--- src/rtl/serial_sub_pkg.sv ---
// Shared types and constants for the bit-serial subtractor.
// Other arithmetic-lab blocks may reuse the state encoding.
package serial_sub_pkg;

    localparam int DEFAULT_WIDTH = 8;

    typedef enum logic [1:0] {
        IDLE  = 2'd0,
        SHIFT = 2'd1,
        DONE  = 2'd2
    } state_t;

endpackage

--- src/rtl/full_subtractor.sv ---
// Combinational 1-bit full subtractor cell: computes x - y - bin.
// Produces the difference bit and the borrow out.
module full_subtractor (
    input  logic x,
    input  logic y,
    input  logic bin,
    output logic d,
    output logic bout
);

    assign d    = x ^ y ^ bin;
    assign bout = (~x & y) | (~(x ^ y) & bin);

endmodule

--- src/rtl/serial_subtractor.sv ---
// Bit-serial two's-complement subtractor: a - b, LSB first, one bit per clock.
// Results are held on diff/bout/ovf until the next operation completes.
module serial_subtractor
    import serial_sub_pkg::*;
#(
    parameter int WIDTH = DEFAULT_WIDTH
) (
    input  logic             clk,
    input  logic             reset,
    input  logic             start,
    input  logic [WIDTH-1:0] a,
    input  logic [WIDTH-1:0] b,
    output logic             busy,
    output logic             done,
    output logic [WIDTH-1:0] diff,
    output logic             bout,
    output logic             ovf
);

    localparam int                CNT_W    = $clog2(WIDTH);
    localparam logic [CNT_W-1:0]  LAST_CNT = CNT_W'(WIDTH - 1);

    state_t             r_state;
    state_t             w_state_next;

    logic [WIDTH-1:0]   r_a;
    logic [WIDTH-1:0]   r_b;
    logic [WIDTH-1:0]   r_res;
    logic               r_br;
    logic [CNT_W-1:0]   r_cnt;

    logic [WIDTH-1:0]   r_diff;
    logic               r_bout;
    logic               r_ovf;

    logic               w_d;
    logic               w_bout;
    logic               w_last;
    logic [WIDTH-1:0]   w_res_next;

    full_subtractor u_cell (
        .x    (r_a[0]),
        .y    (r_b[0]),
        .bin  (r_br),
        .d    (w_d),
        .bout (w_bout)
    );

    assign w_last     = (r_cnt == LAST_CNT);
    assign w_res_next = {w_d, r_res[WIDTH-1:1]};

    always_ff @(posedge clk) begin
        if (reset) begin
            r_state <= IDLE;
        end else begin
            r_state <= w_state_next;
        end
    end

    always_comb begin
        w_state_next = r_state;
        busy         = 1'b0;
        done         = 1'b0;
        case (r_state)
            IDLE: begin
                if (start) begin
                    w_state_next = SHIFT;
                end
            end
            SHIFT: begin
                busy = 1'b1;
                if (w_last) begin
                    w_state_next = DONE;
                end
            end
            DONE: begin
                busy         = 1'b1;
                done         = 1'b1;
                w_state_next = IDLE;
            end
            default: begin
                w_state_next = IDLE;
            end
        endcase
    end

    always_ff @(posedge clk) begin
        if (reset) begin
            r_a    <= '0;
            r_b    <= '0;
            r_res  <= '0;
            r_br   <= 1'b0;
            r_cnt  <= '0;
            r_diff <= '0;
            r_bout <= 1'b0;
            r_ovf  <= 1'b0;
        end else begin
            case (r_state)
                IDLE: begin
                    if (start) begin
                        r_a   <= a;
                        r_b   <= b;
                        r_br  <= 1'b0;
                        r_cnt <= '0;
                    end
                end
                SHIFT: begin
                    r_res <= w_res_next;
                    r_a   <= {1'b0, r_a[WIDTH-1:1]};
                    r_b   <= {1'b0, r_b[WIDTH-1:1]};
                    r_br  <= w_bout;
                    r_cnt <= r_cnt + CNT_W'(1);
                    // On the last bit r_a[0]/r_b[0] are the operand sign bits.
                    if (w_last) begin
                        r_diff <= w_res_next;
                        r_bout <= w_bout;
                        r_ovf  <= (r_a[0] ^ r_b[0]) & (w_d ^ r_a[0]);
                    end
                end
                default: begin
                end
            endcase
        end
    end

    assign diff = r_diff;
    assign bout = r_bout;
    assign ovf  = r_ovf;

endmodule

--- config.mk ---
export PLATFORM = sky130hd
export DESIGN_NAME = serial_subtractor
export DESIGN_NICKNAME = d
export VERILOG_FILES = /design/src/rtl/serial_sub_pkg.sv /design/src/rtl/full_subtractor.sv /design/src/rtl/serial_subtractor.sv
export SDC_FILE = /design/constraint.sdc
export NUM_CORES = 1
export LEC_CHECK = 0
export CORE_MARGIN = 2
export CORE_UTILIZATION = 46
export CTS_BUF_LIST = sky130_fd_sc_hd__clkbuf_2 sky130_fd_sc_hd__clkbuf_4 sky130_fd_sc_hd__clkbuf_8
export DETAILED_ROUTE_END_ITERATION = 8
export PLACE_DENSITY = 0.76
export SETUP_SLACK_MARGIN = 0.3
export SYNTH_ARGS = -nofsm -noshare
export SYNTH_HDL_FRONTEND = slang
export SYNTH_HIERARCHICAL = 1
export SYNTH_SLANG_ARGS = --single-unit
--- constraint.sdc ---
create_clock -name clk -period 1.62 [get_ports clk]
set_input_delay 0.243 -clock clk [delete_from_list [all_inputs] [get_ports clk]]
set_output_delay 0.243 -clock clk [all_outputs]
set_load 0.02 [all_outputs]
## Word level (Yosys, flattened, before mapping)

Cells that the tools add are included.

- Equality and inequality tests: 5
- Muxes and demuxes: 13
- Add/subtract/negate cells: 1
- Bitwise logic cells: 9
- Reduce and logical (&&, ||, !) cells: 6

Operators with widths:

| cell | number |
|---|---|
| 8-bit one-hot mux with 2 select lines | 2 |
| 8-bit two-way mux | 2 |
| 3-bit one-hot mux with 2 select lines | 1 |
| 2-bit AND reduction | 3 |
| 2-bit two-way mux | 2 |
| 2-bit inequality test (second input constant) | 2 |
| 2-bit one-hot mux with 2 select lines | 1 |
| 3-bit by 1-bit adder with 3-bit output (second input constant) | 1 |
| 1-bit bitwise AND | 3 |
| 3-bit == test (second input constant) | 1 |
| 1-bit two-way mux | 3 |
| 3-bit two-way mux | 1 |
| 1-bit XOR | 3 |
| 2-bit by 1-bit == test with 1-bit output (second input constant) | 1 |
| 2-bit == test (second input constant) | 1 |
| 2-bit zero test | 1 |
| 1-bit inverter | 2 |
| 1-bit one-hot mux with 2 select lines | 1 |
| 2-bit nonzero test | 1 |
| 2-bit OR reduction | 1 |
| 1-bit bitwise OR | 1 |

- Output and inout bits: 12
- Input port bits: 19
- Bits in registers: 40
- Logic and storage cells: 43

## Logic depth before layout (Yosys ltp)

Gate-level depths: netlist of run 1.

- Word-level depth: 5
- Gate-level depth with buffers: 7

## By module

Netlist of run 1, hierarchy kept.

Modules (own cells, without submodules):

| module | times used | cells an instance | sequential area each (µm²) | area each (µm²) |
|---|---|---|---|---|
| serial_subtractor | 1 | 172 | 780.7 | 1719.1 |
| full_subtractor | 1 | 4 | 0.0 | 31.3 |

## Worst setup path after synthesis of run 1

OpenSTA, ideal clock, no wires.

- Path kind: reg-to-reg
- Start: reg r_b[0]
- End: reg r_ovf, in the netlist ovf
- Arrival time: 1582 ps
- Stages on the path, launching flop included: 5
- Slack: -53 ps
- Path through: dfxtp_1 > inv_1 > fa_1 > or3b_2 > a311oi_1

- Cells in the longest elaborated chain, start to end: 4

RTL lines:

| what | RTL line | text |
|---|---|---|
| from (decl) | serial_subtractor.sv:27 | `logic [WIDTH-1:0] r_b;` |
| from (signal assigned) | serial_subtractor.sv:110 | `r_b <= {1'b0, r_b[WIDTH-1:1]};` |
| 1-bit XOR (2 in a row) | full_subtractor.sv:11 | `assign d = x ^ y ^ bin;` |
| via w_d | serial_subtractor.sv:36 | `logic w_d;` |
| 1-bit XOR | serial_subtractor.sv:117 | `r_ovf <= (r_a[0] ^ r_b[0]) & (w_d ^ r_a[0]);` |
| 1-bit bitwise AND | serial_subtractor.sv:117 |  |
| to (signal assigned) | serial_subtractor.sv:117 |  |
| to (decl) | serial_subtractor.sv:34 | `logic r_ovf;` |

The timed path passes the listed nets, and every way through them passes these cells.
A chain may end at the register's enable or synchronous reset.

## Final worst setup path of run 1

Same ends and word-level chain as after synthesis.

==> results.py, run 1 <==
metrics = {
    "route": {
        "vias_per_cell": 5.26,
        "vias": 1473,
        "postRouteAntennaNets": 0,
        "first_iter_violations": 49,
        "drt-total-wl_um": 4540,
        "dr.pass1.iters": 4,
        "drc": 0,
        "wire_per_inst_um": 16.2,
    },
    "timing": {
        "slew_headroom": 0.840,
        "setup_viol_count_final": 0,
        "min_period_over_period": 0.976,
        "tightest_slew_ps": 240,
        "setup_slack_ps": 39.0,
        "rsz0062_at_grt": "yes",
        "finalHoldViolCount": 0,
        "maxSlewViolCount": 0,
        "fmax_mhz": 633,
        "period_minus_slack_ps": 1580,
        "clock_skew_ps": 5.99,
        "holdWs_ps": 465,
        "fin_setup_tns_ps": 0,
    },
    "setup_path": {
        "slowest_delay_ps": 520,
        "cp_max_fo": 2,
        "startpoint": "r_b[0]$_SDFFE_PP0P_",
        "worst_setup_path_start_kind": "register",
        "critPathRequiredTime_ps": 1830,
        "crit_path_top_delay_cell": "fa_1",
        "reg2reg_slack_ps": 40,
        "rr_startpoint": "r_b[0]$_SDFFE_PP0P_",
        "path_delay_family": "adder cells",
        "crit_buf_inv": 1,
        "crit_type": "reg2reg",
        "end_kind": "register",
        "path_cells": "inv_2 -> fa_1 -> or3b_4 -> a311oi_2",
        "worstPathArrival_ps": 1800,
    },
    "floorplanning": {
        "ios": 31,
        "core_um2": 3660,
        "rows": 22,
        "start_util": 0.478,
        "die_h_um": 65.7,
        "die_w_um": 65.7,
        "dieArea_um2": 4310,
    },
    "power": {
        "ir_worst_vdd_mv": 0.667,
        "leakagePower_nw": 1.17,
        "total_power_mw": 2.42,
        "power_density_nw_per_um2": 859,
    },
    "cts": {
        "numCtsBuffers": 5,
        "postCtsHoldBufs": 0,
        "htreeDepth": 2,
        "clk_pin_slew_worst_paths_ps": 80,
        "cts_tree": "yes",
        "cts_num_sinks": 39,
        "worstSkewPairLatency_ps": 300,
        "cts_buffer_depth": 2,
        "root_buffer": "clkbuf_8",
    },
    "synth": {
        "yosysWarnings": 6,
        "netlist_instances": 176,
        "synth-seq-cells": 39,
        "yosysUniqueCellTypes": 24,
        "syn_area_per_cell_um2": 9.95,
        "netlist_area_um2": 1750,
        "synth_seq_area_share": 0.446,
        "synth_fp_nets": 201,
    },
    "grt": {
        "grtUsageTotal": 0.206,
        "antenna_found_initial": 0,
        "grt_pass1_vias": 1514,
        "grt_max_degree": 40,
        "grt_pass1_wl_um": 6820,
        "grt-ovfl-total": 0,
    },
    "placement": {
        "port-buffer-count": 30,
        "gp_congestion": 0.758,
        "place_area_um2": 2240,
        "dp_slack_ps": -21.7,
        "dp_cells": 251,
        "dp_hpwl_um": 2520,
    },
    "layout": {
        "stdcell_count": 280,
        "fillCellCount": 229,
        "drive_gt1_frac": 0.487,
        "area_growth_pct": 60.9,
        "design_area_um2": 2820,
        "final_core_util": 0.769,
        "fin_nets": 256,
        "num_antenna_cells": 0,
    },
    "job": {
        "maxCapViolations": 0,
    },
    "worst_hold_path": {
        "hold_path_startpoint": "r_cnt[0]$_SDFFE_PP0P_",
        "min_path_type": "reg2reg",
    },
    "status": {
        "status": "complete, no violations",
    },
}
## kinds of logic (layout without fill, tap and decap cells)
group | after synthesis | in the layout | synth area share
AND/OR/NAND/NOR | 57 | 57 | 0.146
multiplexers | 23 | 23 | 0.134
flip-flops | 39 | 39 | 0.446
AO/OA/AOI/OAI | 33 | 33 | 0.164
adder cells (fa/ha/maj) | 6 | 6 | 0.0472
buffers and inverters | 18 | 74 | 0.0622
## timing repair
action / 4_1_cts / 5_1_grt
endpoints found under the hold margin: 0 / 0
setup buffers: 13 / 5
gates resized for setup: 36 / 52
cloned: 2 / 1
pin swaps: 5 / 14
setup endpoints to repair: 37 / 35
## tightest hold or removal path, cell delays in order (launching register included)
cell and delay [ps]:
dfxtp_2 340, nand2_2 60, a21oi_2 40
## synthesized netlist by cell type
cell type | count | area (um^2)
clkbuf_1 | 3 | 11.3
a211oi_1 | 1 | 7.51
nor2_1 | 21 | 78.8
a32oi_1 | 3 | 26.3
mux2i_1 | 22 | 220
nor3_1 | 1 | 5.00
nor2b_1 | 1 | 6.26
mux2_4 | 1 | 15.0
fa_1 | 1 | 20.0
ha_1 | 5 | 62.6
nand2b_1 | 2 | 12.5
dfxtp_1 | 39 | 781
nand2_1 | 22 | 82.6
buf_6 | 4 | 45.0
nor2_2 | 4 | 25.0
and2_1 | 1 | 6.26
a311oi_1 | 1 | 8.76
a21oi_1 | 14 | 70.1
buf_2 | 3 | 15.0
a211oi_2 | 14 | 175
or3b_2 | 1 | 8.76
inv_1 | 6 | 22.5
nand3b_1 | 4 | 30.0
buf_4 | 2 | 15.0
## routing by layer
| metal | GRT usage | routed length [um] |
|---|---|---|
| met4 | 0.0755 | 92 |
| met5 | 0 | 0 |
| met2 | 0.370 | 2330 |
| met1 | 0.233 | 1950 |
| met3 | 0.0497 | 167 |
## sequential cells by signal (all words and copies together), names as in the netlist
| register | count |
|---|---|
| r_res | 7 |
| r_cnt | 3 |
| r_state | 2 |
| r_b | 8 |
| r_a | 8 |
| ovf | 1 |
| diff | 8 |
| r_br | 1 |
| bout | 1 |
## layout by cell type (no fill, tap or decap), types with 3 or more instances in the layout
cell / instances
nand2_4: 7
clkdlybuf4s50_1: 18
nor2_4: 14
inv_1: 3
dfxtp_1: 32
nor2_1: 11
buf_12: 7
mux2i_1: 22
a21oi_1: 3
buf_6: 8
nand2_1: 13
a21oi_2: 11
dlygate4sd2_1: 10
buf_4: 13
clkbuf_8: 5
dfxtp_2: 6
ha_4: 4
nand3b_1: 4
a211oi_2: 15
## worst paths after layout
check / cells after the start / endpoint
worst max-delay path: 4 / ovf$_SDFFE_PP0P_
worst min register to register: 2 / r_cnt[0]$_SDFFE_PP0P_
worst min-delay path: 2 / r_cnt[0]$_SDFFE_PP0P_
worst max register to register: 4 / ovf$_SDFFE_PP0P_
## final cells by class
class	instances	area, um^2	share of cell area
clock buffers	5	68.8	0.0244
multi-input cells	119	1150	0.410
clock inverters	3	23.8	0.00844
flip-flops and latches	39	792	0.281
inverters	6	27.5	0.00977
repair buffers	60	691	0.245
well taps	48	60.1	0.0213
## where the power goes
part / leakage [nW] / switching, mW / internal (mW) / total (mW)
sequential: 0.321 / 0.0575 / 1.01 / 1.07
combinational: 0.804 / 0.287 / 0.376 / 0.663
clock: 0.0408 / 0.377 / 0.308 / 0.684
(Power assumes the default switching activity.)
==> run 2: changes to the inputs <==
--- a/config.mk
+++ b/config.mk
@@ -5,7 +5,7 @@
 export SDC_FILE = /design/constraint.sdc
 export NUM_CORES = 1
 export LEC_CHECK = 0
-export CORE_MARGIN = 2
+export CORE_MARGIN = 10
 export CORE_UTILIZATION = 46
 export CTS_BUF_LIST = sky130_fd_sc_hd__clkbuf_2 sky130_fd_sc_hd__clkbuf_4 sky130_fd_sc_hd__clkbuf_8
 export DETAILED_ROUTE_END_ITERATION = 8
==> results.py, run 2 (same netlist as run 1, synthesis figures left out) <==
metrics = {
    "layout": {
        "layout_commonest_cell": "dfxtp_1",
        "regArea_um2": 792,
        "final_cell_mix": "32 x dfxtp_1, 22 x mux2i_1, 19 x nand2_1, 18 x clkdlybuf4s50_1, 15 x a211oi_2",
        "multiInputGateArea_um2": 1050,
        "stdcell_count": 275,
        "drive_gt1_frac": 0.410,
        "area_growth_pct": 51.4,
        "design_area_um2": 2650,
        "final_core_util": 0.724,
        "fillCellCount": 263,
        "fin_nets": 251,
        "num_antenna_cells": 0,
    },
    "floorplanning": {
        "die_w_um": 81.7,
        "dieArea_um2": 6670,
        "start_util": 0.478,
        "die_h_um": 81.7,
        "core_um2": 3660,
        "rows": 22,
        "ios": 31,
    },
    "placement": {
        "dp_slack_ps": 21.7,
        "dp_cells": 250,
        "gp_congestion": 0.743,
        "place_area_um2": 2230,
        "dp_hpwl_um": 2650,
        "port-buffer-count": 30,
    },
    "power": {
        "power_density_nw_per_um2": 909,
        "total_power_mw": 2.41,
        "ir_worst_vdd_mv": 0.577,
        "leakagePower_nw": 1.01,
    },
    "timing": {
        "setup_viol_count_final": 0,
        "fmax_mhz": 638,
        "period_minus_slack_ps": 1570,
        "tightest_slew_ps": 233,
        "min_period_over_period": 0.967,
        "slew_headroom": 0.845,
        "maxSlewViolCount": 0,
        "clock_skew_ps": 5.65,
        "finalHoldViolCount": 0,
        "rsz0062_at_grt": "yes",
        "setup_slack_ps": 52.8,
    },
    "grt": {
        "grt-ovfl-total": 0,
        "grt_pass1_vias": 1514,
        "antenna_found_initial": 0,
        "grt_pass1_wl_um": 6910,
        "grt_max_degree": 40,
        "grtUsageTotal": 0.130,
    },
    "cts": {
        "cts_buffer_depth": 2,
        "worstSkewPairLatency_ps": 290,
        "cts_num_sinks": 39,
        "postCtsHoldBufs": 0,
        "clk_pin_slew_worst_paths_ps": 80,
        "cts_tree": "yes",
        "numCtsBuffers": 5,
        "htreeDepth": 2,
        "root_buffer": "clkbuf_8",
    },
    "route": {
        "first_iter_violations": 85,
        "postRouteAntennaNets": 0,
        "wire_per_inst_um": 15.7,
        "drc": 0,
        "vias_per_cell": 5.20,
        "vias": 1429,
        "dr.pass1.iters": 4,
        "drt-total-wl_um": 4330,
    },
    "setup_path": {
        "worstPathArrival_ps": 1780,
        "r2r_cells": 4,
        "end_kind": "register",
        "cp_max_fo": 2,
        "critPathRequiredTime_ps": 1830,
        "worst_setup_path_start_kind": "register",
        "reg2reg_slack_ps": 50,
        "crit_type": "reg2reg",
    },
    "worst_hold_path": {
        "min_path_type": "reg2reg",
        "hold_depth": 2,
    },
    "job": {
        "maxCapViolations": 0,
    },
    "status": {
        "status": "complete, no violations",
    },
}
## run 2: changes by cell type in the layout (fill, tap and decap cells not counted), sizes merged
cell	before	now
clkinvlp	2	1
clkbuf	6	7
inv	7	6
buf	31	27
## run 2: final cells by class
class / count / area share
Timing Repair Buffer: 55 / 0.232
Clock inverter: 1 / 0.00283
Clock buffer: 7 / 0.0364
Inverter: 6 / 0.0104
Sequential cell: 39 / 0.299
Tap cell: 48 / 0.0227
Multi-Input combinational cell: 119 / 0.397
## run 2: report_power, final
part           switching [mW]  internal [mW]  total (mW)  leakage (nW)
Clock                   0.343          0.387       0.730        0.0505
Sequential             0.0554           1.01        1.07         0.321
Combinational           0.265          0.344       0.609         0.640
## run 2: final timing paths
| path | start | to |
|---|---|---|
| setup / recovery | r_br$_SDFFE_PP0P_ | ovf$_SDFFE_PP0P_ |
| hold reg to reg | diff[2]$_SDFFE_PP0P_ | diff[2]$_SDFFE_PP0P_ |
| setup reg to reg | r_br$_SDFFE_PP0P_ | ovf$_SDFFE_PP0P_ |
| hold / removal | diff[2]$_SDFFE_PP0P_ | diff[2]$_SDFFE_PP0P_ |
## run 2: timing repair
action | CTS | global route
pin swaps | 3 | 10
gates resized for setup | 20 | 45
endpoints found under the setup margin | 36 | 35
setup buffers | 7 | 8
gates cloned | 2 | 0
## run 2: layer usage
layer | GRT usage | wire length, um | up-vias
met5 | 0 | 0 | -
li1 | - | - | 705
met1 | 0.143 | 1830 | 691
met4 | 0.0561 | 51 | 0
met2 | 0.224 | 2250 | 26
met3 | 0.0426 | 201 | 7
## run 2: per-stage QoR
stage	TNS (ps)	hold WS [ps]
2_1_floorplan	0	407
3_3_place_gp	0	444
3_5_place_dp	0	452
4_1_cts	0	460
5_1_grt	-56.1	487
6_report	0	457
## run 2: worst max-delay path, cell delays in order, from the launching register on
cell,delay (ps)
dfxtp_2,350
inv_2,40
fa_1,490
or3b_4,390
a311oi_2,230
